===== config.mk =====
export PLATFORM = sky130hd
export DESIGN_NAME = booth_mult_mac_seq
export DESIGN_NICKNAME = d
export VERILOG_FILES = /design/src/rtl/booth_mult_mac_seq.sv
export SDC_FILE = /design/constraint.sdc
export NUM_CORES = 1
export LEC_CHECK = 0
export ABC_AREA = 1
export BUFFER_PORTS_ARGS = -buffer_cell sky130_fd_sc_hd__buf_2
export CORE_ASPECT_RATIO = 0.9
export CORE_MARGIN = 2
export CORE_UTILIZATION = 49
export DETAILED_ROUTE_END_ITERATION = 16
export PLACE_DENSITY = 0.83
export SLEW_MARGIN = 20
export SYNTH_ARGS = -nofsm -noshare
export SYNTH_HDL_FRONTEND = slang
export SYNTH_SLANG_ARGS = --single-unit

===== constraint.sdc =====
create_clock -name clk -period 1.7 [get_ports clk]
set_clock_uncertainty 0.15 [all_clocks]
set_input_delay 0.085 -clock clk [delete_from_list [all_inputs] [get_ports clk]]
set_output_delay 0.085 -clock clk [all_outputs]
set_load 0.1 [all_outputs]

===== src/rtl/booth_mult_mac_seq.sv =====
// booth_mult_mac_seq
//   Feeds signed operand pairs to a radix-2 Booth multiplier one at a time,
//   sums the products into a dot-product accumulator and hands the total
//   out on a valid/ready result port.
//
// Ports
//   clk, rst_n                       clock, async active-low reset
//   i_in_valid/o_in_ready            operand pair handshake
//   i_in_a, i_in_b, i_in_last        signed operands, end-of-accumulation flag
//   o_mul_a, o_mul_b, o_mul_start    operands and start pulse to the multiplier
//   i_mul_product, i_mul_err,
//   i_mul_ready                      product, error and ready from the multiplier
//   o_acc_valid/i_acc_ready          result handshake
//   o_acc_data, o_acc_count, o_acc_err  signed sum, term count, sticky error
//
// state   | meaning
// IDLE    | ready for the next operand pair
// ISSUE   | mul_start pulse to the multiplier
// WAIT_LO | waiting for the multiplier to drop a stale ready
// WAIT_HI | waiting for the new product
// ACCUM   | add product, bump count, merge error
// OUT     | result presented, waiting for acc_ready
module booth_mult_mac_seq #(
   parameter int L_WORD  = 4,
   parameter int N_TERMS = 8,
   parameter int TIMEOUT = 64,
   localparam int ACC_W  = 2*L_WORD + $clog2(N_TERMS),
   localparam int CNT_W  = $clog2(N_TERMS+1)
) (
   input  logic                clk,
   input  logic                rst_n,
   input  logic                i_in_valid,
   output logic                o_in_ready,
   input  logic [L_WORD-1:0]   i_in_a,
   input  logic [L_WORD-1:0]   i_in_b,
   input  logic                i_in_last,
   output logic [L_WORD-1:0]   o_mul_a,
   output logic [L_WORD-1:0]   o_mul_b,
   output logic                o_mul_start,
   input  logic [2*L_WORD-1:0] i_mul_product,
   input  logic                i_mul_err,
   input  logic                i_mul_ready,
   output logic                o_acc_valid,
   input  logic                i_acc_ready,
   output logic [ACC_W-1:0]    o_acc_data,
   output logic [CNT_W-1:0]    o_acc_count,
   output logic                o_acc_err
);

   localparam int TO_W = (TIMEOUT > 1) ? $clog2(TIMEOUT) : 1;

   typedef enum logic [2:0] {
      IDLE    = 3'd0,
      ISSUE   = 3'd1,
      WAIT_LO = 3'd2,
      WAIT_HI = 3'd3,
      ACCUM   = 3'd4,
      OUT     = 3'd5
   } state_t;

   state_t              r_state;
   state_t              w_state_nxt;
   logic                r_in_ready;
   logic                r_mul_start;
   logic                r_acc_valid;
   logic [L_WORD-1:0]   r_mul_a;
   logic [L_WORD-1:0]   r_mul_b;
   logic                r_last;
   logic [2*L_WORD-1:0] r_prod;
   logic                r_perr;
   logic [TO_W-1:0]     r_to_cnt;
   logic [ACC_W-1:0]    r_acc_data;
   logic [CNT_W-1:0]    r_acc_count;
   logic                r_acc_err;

   logic                w_accept;
   logic                w_timeout;
   logic                w_capture;
   logic                w_abort;
   logic [CNT_W-1:0]    w_cnt_inc;
   logic [ACC_W-1:0]    w_prod_sx;

   assign w_accept  = i_in_valid && r_in_ready;
   assign w_timeout = (r_to_cnt == TO_W'(TIMEOUT-1));
   assign w_capture = (r_state == WAIT_HI) && i_mul_ready;
   // A timeout only counts when the wait state would not have exited anyway.
   assign w_abort   = w_timeout &&
                      (((r_state == WAIT_LO) && i_mul_ready) ||
                       ((r_state == WAIT_HI) && !i_mul_ready));
   assign w_cnt_inc = r_acc_count + 1'b1;
   assign w_prod_sx = {{(ACC_W-2*L_WORD){r_prod[2*L_WORD-1]}}, r_prod};

   always_comb begin
      w_state_nxt = r_state;
      case (r_state)
         IDLE:    if (w_accept) w_state_nxt = ISSUE;
         ISSUE:   w_state_nxt = WAIT_LO;
         WAIT_LO: if (!i_mul_ready || w_abort) w_state_nxt = i_mul_ready ? ACCUM : WAIT_HI;
         WAIT_HI: if (i_mul_ready || w_abort) w_state_nxt = ACCUM;
         ACCUM:   w_state_nxt = (r_last || (w_cnt_inc == CNT_W'(N_TERMS))) ? OUT : IDLE;
         OUT:     if (i_acc_ready) w_state_nxt = IDLE;
         default: w_state_nxt = IDLE;
      endcase
   end

   always_ff @(posedge clk or negedge rst_n) begin
      if (!rst_n) begin
         r_state     <= IDLE;
         r_in_ready  <= 1'b0;
         r_mul_start <= 1'b0;
         r_acc_valid <= 1'b0;
         r_mul_a     <= '0;
         r_mul_b     <= '0;
         r_last      <= 1'b0;
         r_prod      <= '0;
         r_perr      <= 1'b0;
         r_to_cnt    <= '0;
         r_acc_data  <= '0;
         r_acc_count <= '0;
         r_acc_err   <= 1'b0;
      end else begin
         r_state     <= w_state_nxt;
         // Handshake/strobe outputs are registered from the next state so
         // they line up exactly with the state they belong to.
         r_in_ready  <= (w_state_nxt == IDLE);
         r_mul_start <= (w_state_nxt == ISSUE);
         r_acc_valid <= (w_state_nxt == OUT);

         if (w_accept) begin
            r_mul_a <= i_in_a;
            r_mul_b <= i_in_b;
            r_last  <= i_in_last;
         end

         if ((r_state == WAIT_LO) || (r_state == WAIT_HI))
            r_to_cnt <= r_to_cnt + 1'b1;
         else
            r_to_cnt <= '0;

         if (w_capture) begin
            r_prod <= i_mul_product;
            r_perr <= i_mul_err;
         end else if (w_abort) begin
            r_prod <= '0;
            r_perr <= 1'b1;
         end

         if (r_state == ACCUM) begin
            r_acc_data  <= r_acc_data + w_prod_sx;
            r_acc_count <= w_cnt_inc;
            r_acc_err   <= r_acc_err | r_perr;
         end else if ((r_state == OUT) && i_acc_ready) begin
            r_acc_data  <= '0;
            r_acc_count <= '0;
            r_acc_err   <= 1'b0;
         end
      end
   end

   assign o_in_ready  = r_in_ready;
   assign o_mul_a     = r_mul_a;
   assign o_mul_b     = r_mul_b;
   assign o_mul_start = r_mul_start;
   assign o_acc_valid = r_acc_valid;
   assign o_acc_data  = r_acc_data;
   assign o_acc_count = r_acc_count;
   assign o_acc_err   = r_acc_err;

endmodule


# Word level (Yosys, flattened, before mapping)
# Index checks and enable logic that the tools add are counted.
# totals
reg_bits,46
input_bits,23
output_inout_bits,27
# classes
add_sub_neg,3
eq_ne,9
n_mux,18
bitwise_logic,1
reduce_logical,16
# op_table
op,count
11-bit two-way mux,2
3-bit two-way mux,6
3-bit case mux with 6 select lines,1
8-bit two-way mux,2
11-bit adder,1
"3-bit == test, second input constant",3
4-bit two-way mux,2
"6-bit by 1-bit adder with 6-bit output, second input constant",1
"3-bit by 1-bit == test with 1-bit output, second input constant",2
"3-bit by 2-bit == test with 1-bit output, second input constant",2
"6-bit == test, second input constant",1
1-bit logical AND,6
3-bit logical NOT,2
6-bit two-way mux,1
1-bit logical OR,5
"4-bit by 1-bit adder with 4-bit output, second input constant",1
"4-bit == test, second input constant",1
1-bit two-way mux,4
2-bit nonzero test,2
1-bit logical NOT,1
1-bit bitwise OR,1

# Longest topological paths before layout
# Gate-level depths: netlist of run 1.
# logic_depth
depth_word,8
depth_mapped,10
depth_no_buf,10

# Least setup slack after synthesis of run 1
# OpenSTA, ideal clock, no wires.
# synth_timing
path_kind,register to register
from,"reg r_acc_data[0], in the netlist o_acc_data[0]"
to,"reg r_acc_data[8], in the netlist o_acc_data[8]"
arrival_time_ps,2194
required_ps,1430
slack_ps,-764
path_stages_with_launch,10
n_path_buf,0
path_cell_list,dfrtp_1 ha_1 inv_1 fa_1 o21ai_0 nand2_1 nand2_1 nand2_1 nand3_1 nand2_1
# synth_via
elab_chain_cells,2
# synth_lines
item,line,rtl
"start, declared",72,logic [ACC_W-1:0] r_acc_data;
"start signal, assigned",149,r_acc_data <= r_acc_data + w_prod_sx;
11-bit adder,149,
11-bit two-way mux,148,if (r_state == ACCUM) begin
# No other way between the ends.
# A chain may end at the register's enable or synchronous reset.

# Worst setup path after layout of run 1
# layout_timing
from,"reg r_acc_data[0], in the netlist o_acc_data[0]"
to,"reg r_acc_data[2], in the netlist o_acc_data[2]"
# Same word-level chain as after synthesis.

==> metrics.txt, run 1 <==
status=finished, violations left; violated checks=negative setup slack; core area=0.00486 mm²; syn_nets=around 340; HP Class=input pin to flip-flop; Max H-tree Level=2; CP max-delay cell=dfrtp_4; WL per Instance=approximately 14 µm; Slew HR=67.2%; share of cells above drive strength 1=roughly 40%; PnR worst setup slack=-0.0428 ns; ant diodes=0; FP Rows=24; Total Routed Length=around 6400 µm; most frequent cell after synthesis=nand2_1; largest net degree at the start of global routing=38; Max Cap Violations=0; first-pass GRT wire length=between 10000 and 15000 µm; GRT overflow=0; area share of the largest cell type after synthesis=46.2%; post-synthesis to final-layout area growth=38.8%; Die W=between 70 and 80 µm; initial antenna violation count=0; Post-synth EDFFs=0; Overall Global Routing Usage=between 20% and 30%; Max Fclk=around 570 MHz; critical path type=flip-flop to flip-flop; number of global-route vias before repair=between 2000 and 2500; Avg Inst Size Synth=8.24 µm²; RSZ-0062 raised after global routing=true; number of vias per cell=between 5 and 6; post-route ant nets=0; Final Max Slew Viols=0; flops & latches, synth=46; Final GP Congestion=around 0.87; Die Ht=~72 µm; Synth area leaders=dfrtp_1, nand2_1, ha_1; clock latency at the later pin of the worst-skew pair=about 0.30 ns; number of distinct library cells after synthesis=28; cts bufs inserted=5; Fin. Hold Viols=0; Least-Margin Pin Slew=between 0.4 and 0.5 ns; crit end category=flip-flop; drt drc=0; final number of setup-violating endpoints=5; # IOs=50; Reg2Reg Setup Slack=-0.04 ns; placed cells=419; final cycle utilization of the critical path=103%; DR iter-0 viols=~180; worst stage delay on the critical path=roughly 0.44 ns; required time worst endpoint=1.75 ns; initial core utilization=approximately half; die area=0.00567 mm²; Worst setup SP type=flip-flop; clock tree from TritonCTS=done; Yosys warning total=0; Nets=approximately 420; Worst EP arrival=about 1.8 ns; vias post-DR=about 2300; main flop type after synthesis=dfrtp_1; cell taking the most area after synthesis=dfrtp_1; Mapped Cells=302; DPL Wire Length=~4200 µm; CTS Buffer Depth=2; port bufs=49; post-synthesis sequential area ratio=46.2%; Tmin final=roughly 1.7 ns; top post-synthesis cells by count=nand2_1, dfrtp_1, inv_1; Clock transition at path regs=0.09 ns; non-filler instance count after layout=about 450; root buffer cell=clkbuf_8; Worst Path Max Fanout=4; Post-Syn Area=0.00249 mm²; crit path cell chain=ha_4, inv_4, fa_2, inv_2, buf_4, nand2_1, a32o_1; Async SR Flop Fraction=between 90% and 100%; Pre-Repair DR Iteration Count=6; hold slack=~0.016 ns; CTS sink cnt=46
## metal layers
layer	share of wire, %	global-route usage (%)	vias up
li1	-	-	1132
met1	42	29.3	1080
met2	50	38.5	92
met3	6.0	4.16	13
met4	2.1	8.62	0
met5	0	0	-
## final timing paths
path / start / to / cells after the start
max: o_acc_data[0] / o_acc_data[2] / 7
min: i_mul_ready / r_state[1] / 6
max reg2reg: o_acc_data[0] / o_acc_data[2] / 7
min reg2reg: o_mul_a[2] / o_mul_a[2] / 1
max in group asynchronous: rst_n / o_acc_data[0] / 3
min in group asynchronous: rst_n / o_mul_b[2] / 2
## placed cells by master, fill, tap and decap left out, types with 2 or more instances in the layout
| master | n |
|---|---|
| inv_2 | 6 |
| inv_4 | 2 |
| nand3_1 | 13 |
| dfrtp_4 | 9 |
| clkbuf_1 | 3 |
| a22o_1 | 2 |
| clkbuf_8 | 5 |
| a21oi_2 | 3 |
| inv_1 | 35 |
| ha_1 | 3 |
| xnor2_1 | 3 |
| dfrtp_1 | 30 |
| nand2_1 | 81 |
| o21ai_0 | 5 |
| ha_4 | 9 |
| buf_2 | 49 |
| nor2_1 | 18 |
| nand4_1 | 6 |
| nor2_2 | 7 |
| nand3_2 | 7 |
| o21ai_1 | 2 |
| dfrtp_2 | 7 |
| dlygate4sd3_1 | 21 |
| buf_4 | 9 |
| a32o_1 | 2 |
| o22ai_1 | 2 |
| nand2_2 | 19 |
| nor2_4 | 5 |
| a21oi_1 | 7 |
| mux2_2 | 8 |
## logic make-up (layout without fill, tap and decap cells)
family | Yosys count | in the layout | synth area share (%)
compound gates | 27 | 27 | 6.48
xor+xnor | 3 | 3 | 1.06
fa+ha+maj | 13 | 13 | 6.83
buf+inv | 45 | 131 | 7.24
flops | 46 | 46 | 46.2
mux | 8 | 8 | 3.62
simple gates | 160 | 160 | 28.5
## critical path, delay by kind of cell (launching register included)
kind                       cells  cell delay [ns]
DFF                            1             0.44
and+or+nand+nor                1             0.04
AOI/OAI and AO/OA              1             0.24
buffers and inverters          3             0.26
adders and majority gates      2             0.52
## cell type report
cell class / instances / area [µm²]
Clock buffer: 8 / 80.1
Fill cell: 379 / 1410
Inverter: 43 / 166
Multi-Input combinational cell: 211 / 1390
Sequential cell: 46 / 1190
Tap cell: 65 / 81.3
Timing Repair Buffer: 80 / 543
## through the flow
stage,setup TNS (ns),worst slack [ns],utilization [%],instance area (µm²)
after detailed placement,0,0.00310,62.3,3030
after global routing,-0.653,-0.124,71.0,3460
after global placement,0,0.0342,62.3,3030
final,-0.131,-0.0428,71.0,3460
after floorplan,-0.658,-0.166,-,2670
after CTS,0,0.00636,68.4,3330
## what timing repair did
action,CTS,global route
endpoints found under the setup margin,3,14
hold buffers,21,0
pin swaps,0,19
hold endpoints to repair,66,0
gates resized for setup,3,26
buffers inserted,0,5
## sequential cells by signal (all words and copies together) (netlist names), 3 cells and up
| name | cells |
|---|---|
| o_mul_b | 4 |
| r_to_cnt | 6 |
| o_acc_count | 4 |
| o_acc_data | 11 |
| o_mul_a | 4 |
| r_prod | 8 |
| r_state | 3 |
Power of run 1 is left out: the tool's default activity adds up to more than one toggle a clock period on the data nets, which glitch-free logic cannot reach.
==> run 2: changes to the inputs <==
--- a/config.mk
+++ b/config.mk
@@ -8,11 +8,12 @@
 export ABC_AREA = 1
 export BUFFER_PORTS_ARGS = -buffer_cell sky130_fd_sc_hd__buf_2
 export CORE_ASPECT_RATIO = 0.9
-export CORE_MARGIN = 2
-export CORE_UTILIZATION = 49
+export CORE_UTILIZATION = 51
+export CTS_BUF_LIST = sky130_fd_sc_hd__clkbuf_8
 export DETAILED_ROUTE_END_ITERATION = 16
-export PLACE_DENSITY = 0.83
+export PLACE_DENSITY = 0.86
 export SLEW_MARGIN = 20
 export SYNTH_ARGS = -nofsm -noshare
 export SYNTH_HDL_FRONTEND = slang
 export SYNTH_SLANG_ARGS = --single-unit
+export TNS_END_PERCENT = 20
==> run 2 against run 1 <==
Net effect:
- largest cell class unchanged
- sequential share of layout area increased by 0.46 points
- the flow still finishes with violations (negative setup slack)
- non-clock buffer count decreased by 1
- critical path type unchanged
- via count increased by 1.3%
- setup slack got worse by 0.071 ns
- critical endpoint is now o_acc_data[10]
==> metrics.txt, run 2 (synthesized netlist as in run 1, its figures left out) <==
status=finished, violations left (unchanged); violated checks=negative setup slack (unchanged); max reg flops=11 (unchanged); drt drc=0 (unchanged); DPL Wire Length=3950 µm (was 4240 µm); largest net degree at the start of global routing=47 (was 38); non-filler instance count after layout=449 (was 453); final cycle utilization of the critical path=107% (was 103%); WL per Instance=13.9 µm (was 14.1 µm); critical path depth=7 (unchanged); Total Routed Length=6220 µm (was 6370 µm); capturing point of the worst reg2reg path=o_acc_data[10] (was o_acc_data[2]); FF-to-FF path depth=7 (unchanged); post-synthesis to final-layout area growth=35.8% (was 38.8%); core area=0.00458 mm² (was 0.00486 mm²); CP most frequent cell=nand2_1; Hold Crit Depth=4 (was 6); Setup crit start=r_prod[7] (was o_acc_data[0]); RSZ-0062 raised after global routing=true (unchanged); number of global-route vias before repair=2242 (was 2271); Critical Path End=o_acc_data[10] (was o_acc_data[2]); Final GP Congestion=0.936 (was 0.870); Tmin final=1.81 ns (was 1.74 ns); initial antenna violation count=0 (unchanged); GRT overflow=0 (unchanged); required time worst endpoint=1.74 ns (was 1.75 ns); Worst Path Max Fanout=4 (unchanged); Clock transition at path regs=0.08 ns (was 0.09 ns); final std cell area, no fill=0.00338 mm² (was 0.00346 mm²); root buffer cell=clkbuf_8 (unchanged); number of vias per cell=5.22 (was 5.11); Max Fclk=551 MHz (was 574 MHz); CTS sink cnt=46 (unchanged); ant diodes=0 (unchanged); first-pass GRT wire length=9520 µm (was 10100 µm); Post-DP Area=0.00292 mm² (was 0.00303 mm²); Fin. Hold Viols=0 (unchanged); CP max-delay cell=dfrtp_2 (was dfrtp_4); Max Cap Violations=0 (unchanged); port bufs=49 (unchanged); leading cell type in the layout, fill and taps excluded=nand2_1 (unchanged); clock tree from TritonCTS=done (unchanged); Die W=75.7 µm (was 79.1 µm); Pre-Repair DR Iteration Count=4 (was 6); Reg-to-Reg Start=r_prod[7] (was o_acc_data[0]); Nets=422 (was 423); Slew HR=67.2% (about the same); placed cells=419 (unchanged); Reg2Reg Setup Slack=-0.11 ns (was -0.04 ns); post-route ant nets=0 (unchanged); # IOs=50 (unchanged); PnR worst setup slack=-0.114 ns (was -0.0428 ns); die area=0.00517 mm² (was 0.00567 mm²); commonest non-fill, non-tap cells in the layout=nand2_1, buf_2, inv_1 (unchanged); gate family responsible for the most delay along the worst path=flip-flops (was adder cells); Die Ht=68.3 µm (was 71.6 µm); HP Class=input pin to flip-flop (unchanged); final number of setup-violating endpoints=3 (was 5); Max H-tree Level=2 (unchanged); crit path cell chain=ha_1, nand2_1, inv_1, a21oi_1, nand4_1, nand3_1, nand2_1 (was ha_4, inv_4, fa_2, inv_2, buf_4, nand2_1, a32o_1); Final Max Slew Viols=0 (unchanged); CTS Buffer Depth=2 (unchanged); Worst EP arrival=1.86 ns (was 1.79 ns); Overall Global Routing Usage=25.3% (was 22.7%); worst stage delay on the critical path=0.48 ns (was 0.44 ns); FP Rows=23 (was 24); share of cells above drive strength 1=34.9% (was 39.2%); clock latency at the later pin of the worst-skew pair=0.31 ns (was 0.30 ns); Worst setup SP type=flip-flop (unchanged); crit end category=flip-flop (unchanged); vias post-DR=2346 (was 2317); DR iter-0 viols=183 (was 176); initial core utilization=54.4% (was 51.2%); Worst Path Buf+Inv=1 (was 3); Least-Margin Pin Slew=0.495 ns (about the same); cts bufs inserted=5 (unchanged); critical path type=flip-flop to flip-flop (unchanged)
==> run 2: cell count changes in the layout (fill, tap and decap cells not counted), moves of 3 or more <==
cell,delta
clkbuf_1,-3
dfrtp_1,+4
nand2_1,+11
nand2_2,-11
==> run 2: per-stage QoR <==
step | TNS (ns) | util (%) | setup WS (ns) | hold WS [ns]
global route | -0.489 | 73.9 | -0.123 | 0.0458
finish | -0.186 | 73.9 | -0.114 | 0.00704
detailed placement | -0.140 | 63.9 | -0.0408 | -0.0645
global placement | 0 | 63.9 | 0.00115 | -0.0689
floorplan | -1.88 | - | -0.254 | -0.361
CTS | -0.0493 | 71.6 | -0.0259 | 0.00679
==> run 2: how the worst min path moves through the flow <==
| stage | startpoint | end | slack (ns) |
|---|---|---|---|
| 2_1_floorplan | rst_n | o_acc_count[0] | -0.36 |
| 3_3_place_gp | rst_n | o_mul_a[1] | -0.07 |
| 3_5_place_dp | rst_n | o_mul_a[0] | -0.06 |
| 4_1_cts | i_acc_ready | o_acc_err | 0.007 |
| 5_1_grt | i_acc_ready | o_acc_err | 0.05 |
| 6_report | i_acc_ready | o_acc_err | 0.007 |
==> run 2: tightest hold or removal path, cell delays in order <==
cell and delay, ns:
buf_2 0.11, inv_1 0.06, nor2_2 0.05, a21oi_1 0.12
==> run 2: metal layers <==
metal	vias to the layer above	GRT usage, %	share of wire (%)
li1	1130	-	-
met1	1107	31.3	41
met4	0	11.1	1.7
met2	96	43.0	50
met5	-	0	0
met3	13	5.30	7.6
==> run 2: cell type report <==
cell class              instances  area, µm²
inverters                      43        164
repair buffers                 79        533
clock inverters                 3       41.3
flip-flops and latches         46       1180
well taps                      62       77.6
multi-input cells             211       1310
fillers                       312       1190
clock buffers                   5       68.8
==> run 2: repair_timing <==
item,in CTS,in global routing
hold endpoints to repair,65,0
hold buffers,20,0
pin swaps,0,3
resized for setup,5,21
buffers inserted,0,2
setup endpoints to repair,8,10
Power of run 2 is left out for the same reason.
==> run 3: changes to the inputs <==
--- a/config.mk
+++ b/config.mk
@@ -12,6 +12,7 @@
 export CTS_BUF_LIST = sky130_fd_sc_hd__clkbuf_8
 export DETAILED_ROUTE_END_ITERATION = 16
 export PLACE_DENSITY = 0.86
+export SKIP_CTS_REPAIR_TIMING = 1
 export SLEW_MARGIN = 20
 export SYNTH_ARGS = -nofsm -noshare
 export SYNTH_HDL_FRONTEND = slang
==> run 3 against run 2 <==
Net effect:
- the run still ends with negative setup slack left
- worst hold slack improved by 0.0069 ns
- die area did not move
- cell count fell by 0.45%
- first-iteration DRC count fell by 23%
- via count fell by 1.3%
- non-clock buffer count fell by 2
- cell area barely moved
- clock-buffer cell count did not move
- setup slack improved by 0.027 ns
- critical path type unchanged
==> metrics.txt, run 3 (synthesized netlist as in run 1, its figures left out) <==
status=finished, violations left (unchanged); violated checks=negative setup slack (unchanged); hold slack=0.0140 ns (was 0.00704 ns); CTS Buffer Depth=2 (unchanged); Max Cap Violations=0 (unchanged); clock latency at the later pin of the worst-skew pair=0.30 ns (was 0.31 ns); CTS sink cnt=46 (unchanged); CP most frequent cell=nand2_1 (unchanged); drt drc=0 (unchanged); Worst Path Max Fanout=3 (was 4); required time worst endpoint=1.75 ns (was 1.74 ns); post-synthesis to final-layout area growth=35.8% (about the same); Reg2Reg Setup Slack=-0.09 ns (was -0.11 ns); clock tree from TritonCTS=done (unchanged); FF-to-FF path depth=9 (was 7); # IOs=50 (unchanged); Setup crit start=r_prod[0] (was r_prod[7]); ant diodes=0 (unchanged); Worst EP arrival=1.84 ns (was 1.86 ns); largest net degree at the start of global routing=47 (unchanged); Final Max Slew Viols=0 (unchanged); Overall Global Routing Usage=24.0% (was 25.3%); pre-CTS setup slack=-0.0408 ns (unchanged); FP Rows=23 (unchanged); core area=0.00458 mm² (unchanged); final number of setup-violating endpoints=3 (unchanged); PnR worst setup slack=-0.0872 ns (was -0.114 ns); DPL Wire Length=3950 µm (unchanged); Clock transition at path regs=0.09 ns (was 0.08 ns); die area=0.00517 mm² (unchanged); Die W=75.7 µm (unchanged); Die Ht=68.3 µm (unchanged); setup TNS=-0.118 ns (was -0.186 ns); DR iter-0 viols=140 (was 183); RSZ-0062 raised after global routing=true (unchanged); Fin. Hold Viols=0 (unchanged); share of cells above drive strength 1=34.3% (was 34.9%); number of global-route vias before repair=2161 (was 2242); vias post-DR=2315 (was 2346); Tmin final=1.79 ns (was 1.81 ns); Final Util=73.9% (about the same); initial antenna violation count=0 (unchanged); WL per Instance=13.6 µm (was 13.9 µm); Total Routed Length=6080 µm (was 6220 µm); post-route ant nets=0 (unchanged); Final GP Congestion=0.936 (unchanged); Pre-Repair DR Iteration Count=4 (unchanged); final cycle utilization of the critical path=105% (was 107%); root buffer cell=clkbuf_8 (unchanged); max reg flops=11 (unchanged); port bufs=49 (unchanged); critical path type=flip-flop to flip-flop (unchanged); worst stage delay on the critical path=0.41 ns (was 0.48 ns); leading cell type in the layout, fill and taps excluded=nand2_1 (unchanged); cts bufs inserted=5 (unchanged); Reg-to-Reg Start=r_prod[0] (was r_prod[7]); first-pass GRT wire length=9060 µm (was 9520 µm); Max Fclk=560 MHz (was 551 MHz); GRT overflow=0 (unchanged); Critical Path End=o_acc_data[8] (was o_acc_data[10]); HP Class=input pin to flip-flop (unchanged); commonest non-fill, non-tap cells in the layout=nand2_1, buf_2, inv_1 (unchanged); crit end category=flip-flop (unchanged); Max H-tree Level=2 (unchanged); crit path cell chain=ha_4, inv_4, fa_2, o21ai_2, nand2_1, nand2_1, nand2_1, nand3_1, nand2_1 (was ha_1, nand2_1, inv_1, a21oi_1, nand4_1, nand3_1, nand2_1); Slew HR=67.2% (about the same); initial core utilization=54.4% (unchanged); Nets=420 (was 422); capturing point of the worst reg2reg path=o_acc_data[8] (was o_acc_data[10]); number of vias per cell=5.18 (was 5.22); Least-Margin Pin Slew=0.495 ns (about the same); CP max-delay cell=dfrtp_1 (was dfrtp_2); Worst setup SP type=flip-flop (unchanged)
==> run 3: area by class of cell <==
type | instances | area (µm²)
flip-flops and latches | 46 | 1180
fillers | 304 | 1190
well taps | 62 | 77.6
clock inverters | 3 | 41.3
inverters | 43 | 164
clock buffers | 5 | 68.8
repair buffers | 77 | 518
multi-input cells | 211 | 1330
==> run 3: worst max-delay path, delay by kind of cell (launching register included) <==
family / cells / cell delay (ns)
DFF: 1 / 0.41
buffers and inverters: 1 / 0.04
AOI/OAI and AO/OA: 1 / 0.18
adders and majority gates: 2 / 0.53
and+or+nand+nor: 5 / 0.37
==> run 3: worst min-delay path by stage <==
stage,from,end,slack (ns),cells past startpoint
CTS,rst_n,r_to_cnt[4],-0.40,2
global placement,rst_n,o_mul_a[1],-0.07,2
global route,i_acc_ready,o_acc_err,0.06,4
finish,i_acc_ready,o_acc_err,0.01,4
detailed placement,rst_n,o_mul_a[0],-0.06,2
floorplan,rst_n,o_acc_count[0],-0.36,0
==> run 3: metal layers <==
layer	vias up	wire length (µm)	GRT usage (%)
li1	1124	-	-
met1	1097	2580	29.8
met2	82	2940	40.5
met3	12	403	5.30
met4	0	162	9.72
met5	-	0	0
==> run 3: metrics by stage <==
stage,instance area [µm²],instances
detailed placement,2920,419
floorplan,2550,302
global route,3380,447
finish,3380,447
CTS,3030,427
global placement,2920,419
Power of run 3 is left out for the same reason.
